[src/rtl/multiplier_seq.sv]
// Sequential radix-2 shift-add multiplier, one multiplier bit per cycle.
// Ports: clk, rst_n (async low); in_valid/in_ready with A, B operands;
//        out_valid/out_ready with P = A*B; busy high in CALC or DONE.
// Option: define MULT_EARLY_TERM_EN to leave CALC once the multiplier
//         register has shifted down to zero.
module multiplier_seq #(
   parameter int WIDTH = 8
) (
   input  logic               clk,
   input  logic               rst_n,
   input  logic               in_valid,
   output logic               in_ready,
   input  logic [WIDTH-1:0]   A,
   input  logic [WIDTH-1:0]   B,
   output logic               out_valid,
   input  logic               out_ready,
   output logic [2*WIDTH-1:0] P,
   output logic               busy
);

   localparam int PW = 2 * WIDTH;
   localparam int CW = $clog2(WIDTH + 1);
   localparam logic [CW-1:0] LAST_CNT = CW'(WIDTH - 1);

   typedef enum logic [1:0] {
      IDLE,
      CALC,
      DONE
   } state_t;

   state_t            state_q, state_d;
   logic [PW-1:0]     acc_q, acc_d;
   logic [PW-1:0]     mcand_q, mcand_d;
   logic [PW-1:0]     p_q, p_d;
   logic [WIDTH-1:0]  mplier_q, mplier_d;
   logic [CW-1:0]     cnt_q, cnt_d;
   logic              last;

   always_comb begin
      state_d   = state_q;
      acc_d     = acc_q;
      mcand_d   = mcand_q;
      mplier_d  = mplier_q;
      cnt_d     = cnt_q;
      p_d       = p_q;
      last      = 1'b0;
      in_ready  = 1'b0;
      out_valid = 1'b0;
      busy      = 1'b1;
      unique case (state_q)
         IDLE: begin
            in_ready = 1'b1;
            busy     = 1'b0;
            if (in_valid) begin
               acc_d    = '0;
               mcand_d  = {{WIDTH{1'b0}}, A};
               mplier_d = B;
               cnt_d    = '0;
               state_d  = CALC;
            end
         end
         CALC: begin
            if (mplier_q[0]) begin
               acc_d = acc_q + mcand_q;
            end
            mcand_d  = mcand_q << 1;
            mplier_d = mplier_q >> 1;
            cnt_d    = cnt_q + 1'b1;
`ifdef MULT_EARLY_TERM_EN
            // no set bits left: the remaining steps add nothing
            last = (mplier_d == '0) ||
                   (cnt_q == LAST_CNT);
`else
            last = (cnt_q == LAST_CNT);
`endif
            if (last) begin
               // P only moves here, so it holds through IDLE/CALC
               p_d     = acc_d;
               state_d = DONE;
            end
         end
         DONE: begin
            out_valid = 1'b1;
            if (out_ready) begin
               state_d = IDLE;
            end
         end
         default: begin
            state_d = IDLE;
         end
      endcase
   end

   always_ff @(posedge clk or negedge rst_n) begin
      if (!rst_n) begin
         state_q  <= IDLE;
         acc_q    <= '0;
         mcand_q  <= '0;
         mplier_q <= '0;
         cnt_q    <= '0;
         p_q      <= '0;
      end else begin
         state_q  <= state_d;
         acc_q    <= acc_d;
         mcand_q  <= mcand_d;
         mplier_q <= mplier_d;
         cnt_q    <= cnt_d;
         p_q      <= p_d;
      end
   end

   assign P = p_q;

endmodule

[config.mk]
export PLATFORM = sky130hd
export DESIGN_NAME = multiplier_seq
export DESIGN_NICKNAME = d
export VERILOG_FILES = /design/src/rtl/multiplier_seq.sv
export SDC_FILE = /design/constraint.sdc
export NUM_CORES = 1
export LEC_CHECK = 0
export ABC_AREA = 1
export CORE_MARGIN = 2
export CORE_UTILIZATION = 40
export CTS_CLUSTER_DIAMETER = 200
export DETAILED_ROUTE_END_ITERATION = 6
export PLACE_DENSITY_LB_ADDON = 0.3
export SYNTH_ARGS = -nofsm -noshare
export SYNTH_HDL_FRONTEND = slang
export SYNTH_SLANG_ARGS = --single-unit
[constraint.sdc]
create_clock -name clk -period 3.6 [get_ports clk]
set_clock_uncertainty 0.1 [all_clocks]
set_input_delay 0.72 -clock clk [delete_from_list [all_inputs] [get_ports clk]]
set_output_delay 0.72 -clock clk [all_outputs]
set_load 0.05 [all_outputs]
# After elaboration in Yosys (flattened, before gate mapping)
# Index checks and enable logic that the tools add are counted.
# totals
wordCells	35
register_bits	62
output_inout_bits	19
input_bits	20
# op_classes
n_mux	16
n_reduce_logical	5
n_eq_ne	6
add_sub_neg	2
# ops
cell	count
one-hot mux 16 bit (2 select lines)	2
two-way mux 16 bit	3
adder 16 bit	1
one-hot mux 8 bit (2 select lines)	1
two-way mux 8 bit	1
one-hot mux 4 bit (2 select lines)	1
two-way mux 2 bit	3
inequality test 2 bit, second input constant	3
one-hot mux 2 bit (3 select lines)	1
adder 4 x 1 -> 4 bit, second input constant	1
equality test 4 x 3 -> 1 bit, second input constant	1
two-way mux 4 bit	1
AND reduction 2 bit	2
two-way mux 1 bit	3
AND reduction 3 bit	1
equality test 2 x 1 -> 1 bit, second input constant	1
equality test 2 bit, second input constant	1
zero test 2 bit	1
nonzero test 2 bit	1

# Depth between registers and ports, before layout
# logic_depth
word_depth	3
mapped_depth	12
ltp_nobuf	12

# Least setup slack after synthesis
# OpenSTA, ideal clock, no wires.
# synth_path
kind	reg-to-output
start	reg state_q[1]
end	out busy
setup_slack_ns	1.138
n_path_buf	0
path_stages_with_launch	3
arrival_time_ns	1.642
required_time_ns	2.780
cell_sequence	dfrtp_1 > nor2_1 > inv_1
# synth_between
elab_chain_len	2
# synth_rtl
element	line_no	text
from (decl)	31	state_t state_q, state_d;
from (signal assigned)	103	state_q <= state_d;
zero test 2 bit	50	unique case (state_q)
two-way mux 1 bit	50	
to (decl)	18	output logic busy
# No other way between the ends.

# Worst setup path in the final report
# layout_path
start	reg state_q[1]
end	out in_ready
# layout_between
elab_chain_len	2
# layout_rtl
element	line_no	text
zero test 2 bit	50	
two-way mux 1 bit	50	
to (decl)	12	output logic in_ready,
# No other way between the ends.

==> results.py <==
metrics = {
    "status": {
        "status": "finished, final reports clean",
    },
    "timing": {
        "setup_viol": 0,
        "clock.fmax_mhz": 376.6,
        "fin_ws_ns": 0.9444,
        "rsz0062_at_grt": "no",
        "hold_viol_final": 0,
        "slew_headroom_pct": 35.26,
        "final_max_slew_viol_count": 0,
        "fin_crit_sh_pct": 73.77,
        "worst_pin_slew_ns": 0.9710,
        "setup_tns_ns": 0,
        "fin_crit_ns": 2.656,
    },
    "synth": {
        "synth_edf_count": 0,
        "synth.distinct_cells": 36,
        "syn_area_per_cell_um2": 7.729,
        "syn_inst": 462,
        "synth_area_um2": 3571,
        "synthArstFlopShare_pct": 100.0,
        "ys_ff_latch": 62,
        "ys_seq_area_share_pct": 43.45,
        "synth_nets": 499,
        "ys.flop_type": "dfrtp_1",
        "yosys_warnings": 0,
    },
    "clocking": {
        "clockBufferDepth": 2,
        "cts_setup_buffers": 0,
        "cts_max_level": 3,
        "cts_buffers": 9,
        "cts_resized": 0,
        "clock_latency_ns": 0.35,
        "clock-sinks": 62,
        "cts_tree": "yes",
        "path_clk_slew_ns": 0.06,
        "cts-root-buf": "clkbuf_8",
        "holdBufCountCts": 0,
    },
    "setup_path": {
        "endpoint": "in_ready",
        "cp.arrival_ns": 1.84,
        "reg2reg_from": "state_q[1]",
        "ff2ff_path_depth": 5,
        "critical_path_class": "flop to output pin",
        "start_kind": "flop",
        "cp_max_fo": 3,
        "worst_ep_required_time_ns": 2.78,
        "r2r-end": "mplier_q[3]",
        "worstSetupEndpointType": "output pin",
        "r2r_setup_slack_ns": 1.34,
        "crit_start": "state_q[1]",
    },
    "hold_path": {
        "hp-class": "input pin to asynchronous set/reset pin",
    },
    "die": {
        "core-area_um2": 8678,
        "die_area_um2": 9699,
        "num_rows": 34,
        "die_h_um": 98.49,
        "start_util_pct": 41.15,
        "ios": 39,
        "fp.dieW_um": 98.49,
    },
    "global_route": {
        "met3_usage_pct": 3.475,
        "grt_max_degree": 54,
        "track_usage_pct": 17.50,
        "overflow": 0,
        "grt_pass1_wl_um": 13510,
        "grt_use_met1_pct": 24.77,
        "grt_pass1_vias": 2875,
        "top_usage_layer": "met2",
        "groute.layer.met2.usage_pct": 26.32,
        "antenna_found_initial": 0,
    },
    "layout": {
        "num-nets-final": 535,
        "drive_gt1_share_pct": 7.585,
        "diodes": 0,
        "fill_cells": 877,
        "areaGrowthSynthToFinish_pct": 17.73,
        "multi_input_area_um2": 1684,
        "seqCellArea_um2": 1551,
        "final_area_um2": 4204,
    },
    "drt": {
        "viasPerCell": 4.933,
        "num_vias": 3004,
        "drt-initial-drc-count": 144,
        "wl_um": 7857,
        "route.detailed.drc": 0,
        "routedWlPerCell_um": 12.90,
        "first_pass_iters": 4,
        "ant_nets": 0,
    },
    "pwr": {
        "p_leak_nw": 2.146,
        "ir_drop_uv": 603.7,
        "powerDensity_nw_per_um2": 1055,
        "p_total_mw": 4.434,
    },
    "placed_design": {
        "pre_cts_slack_ns": 0.9572,
        "dp_hpwl_um": 5584,
        "placed_cell_area_um2": 4015,
        "place.gp.congestion": 0.8443,
        "port_buffers": 38,
    },
    "flow_run": {
        "maxCapViolations": 0,
    },
}
[cells in the mapped netlist, types with 2 or more instances]
| cell type | n | area, µm² |
|---|---|---|
| nand4_1 | 2 | 12.51 |
| nor3_1 | 3 | 15.01 |
| o22ai_1 | 11 | 68.82 |
| nor2_8 | 2 | 40.04 |
| nor2_4 | 2 | 22.52 |
| xnor2_1 | 2 | 17.52 |
| inv_2 | 4 | 15.01 |
| o21ai_1 | 13 | 65.06 |
| ha_1 | 16 | 200.2 |
| o21ai_0 | 14 | 70.07 |
| a21oi_1 | 8 | 40.04 |
| inv_1 | 64 | 240.2 |
| nand2_1 | 156 | 585.6 |
| dfrtp_1 | 62 | 1551 |
| nor2_1 | 16 | 60.06 |
| a22oi_1 | 4 | 30.03 |
| clkbuf_1 | 3 | 11.26 |
| nand3b_1 | 2 | 15.01 |
| nand3_1 | 39 | 195.2 |
| o221ai_2 | 5 | 75.07 |
| o211ai_1 | 3 | 22.52 |
| xor2_1 | 2 | 17.52 |
| buf_2 | 8 | 40.04 |
| or2_2 | 9 | 56.30 |
[worst min path at each step]
stage | from | end | slack [ns]
after floorplan | rst_n | P[0] | 0.32
after global placement | P[9] | P[9] | 0.36
after detailed placement | P[12] | P[12] | 0.37
after CTS | rst_n | cnt_q[0] | 0.11
after global routing | rst_n | cnt_q[0] | 0.13
final | rst_n | mcand_q[0] | 0.13
[per-layer routing]
metal	routed length [µm]	up-vias	share of wire, %
met4	123	0	1.6
met2	3578	44	46
met3	258	10	3.3
met5	0	-	0
li1	-	1557	-
met1	3896	1393	50
[critical path, stage by stage, from the launching register on]
cell	delay, ns
dfrtp_1	0.46
nor2_1	0.20
clkdlybuf4s50_1	0.84
[registers in the layout, summed over array words and instances (netlist names)]
signal,cells
P,16
mplier_q,8
state_q,2
acc_q,16
cnt_q,4
mcand_q,16
[layout make-up]
type                       count  share of cell area [%]
tap                          108                   3.214
multi-input combinational    317                   40.06
sequential                    62                   36.90
clock buffer                  13                   3.780
timing repair buffer          39                   9.107
inverter                      69                   6.220
clock inverter                 1                  0.7143
[power breakdown]
part           total, mW  internal, mW  switching [mW]
logic               2.54         0.912            1.63
registers           1.27          1.01           0.262
clock network      0.617         0.351           0.266
[cell usage in the layout (no fill, tap or decap), types with 9 or more instances in the layout]
cell type / netlist / routed
o21ai_0: 14 / 14
clkbuf_8: 0 / 11
o22ai_1: 11 / 11
nor2_1: 16 / 16
or2_2: 9 / 9
o21ai_1: 13 / 13
nand2_1: 156 / 156
clkdlybuf4s50_1: 0 / 37
dfrtp_1: 62 / 62
ha_1: 16 / 16
inv_1: 64 / 64
nand3_1: 39 / 39
[cell families (layout without fill, tap and decap cells)]
logic type,after synthesis,after routing,synth area share (%)
AO/OA/AOI/OAI,61,61,11.14
XOR/XNOR,4,4,0.9813
flip-flops,62,62,43.45
buffers and inverters,83,122,9.390
multiplexers,1,1,0.2803
adder cells (fa/ha/maj),17,17,6.167
AND/OR/NAND/NOR,234,234,28.59
[metrics by stage]
step	util, %	instances	hold slack (ns)
2_1_floorplan	-	462	0.3244
3_3_place_gp	46.27	595	0.3618
3_5_place_dp	46.27	595	0.3679
4_1_cts	48.44	609	0.1135
5_1_grt	48.44	609	0.1278
6_report	48.44	609	0.1253
(Power assumes the default switching activity.)
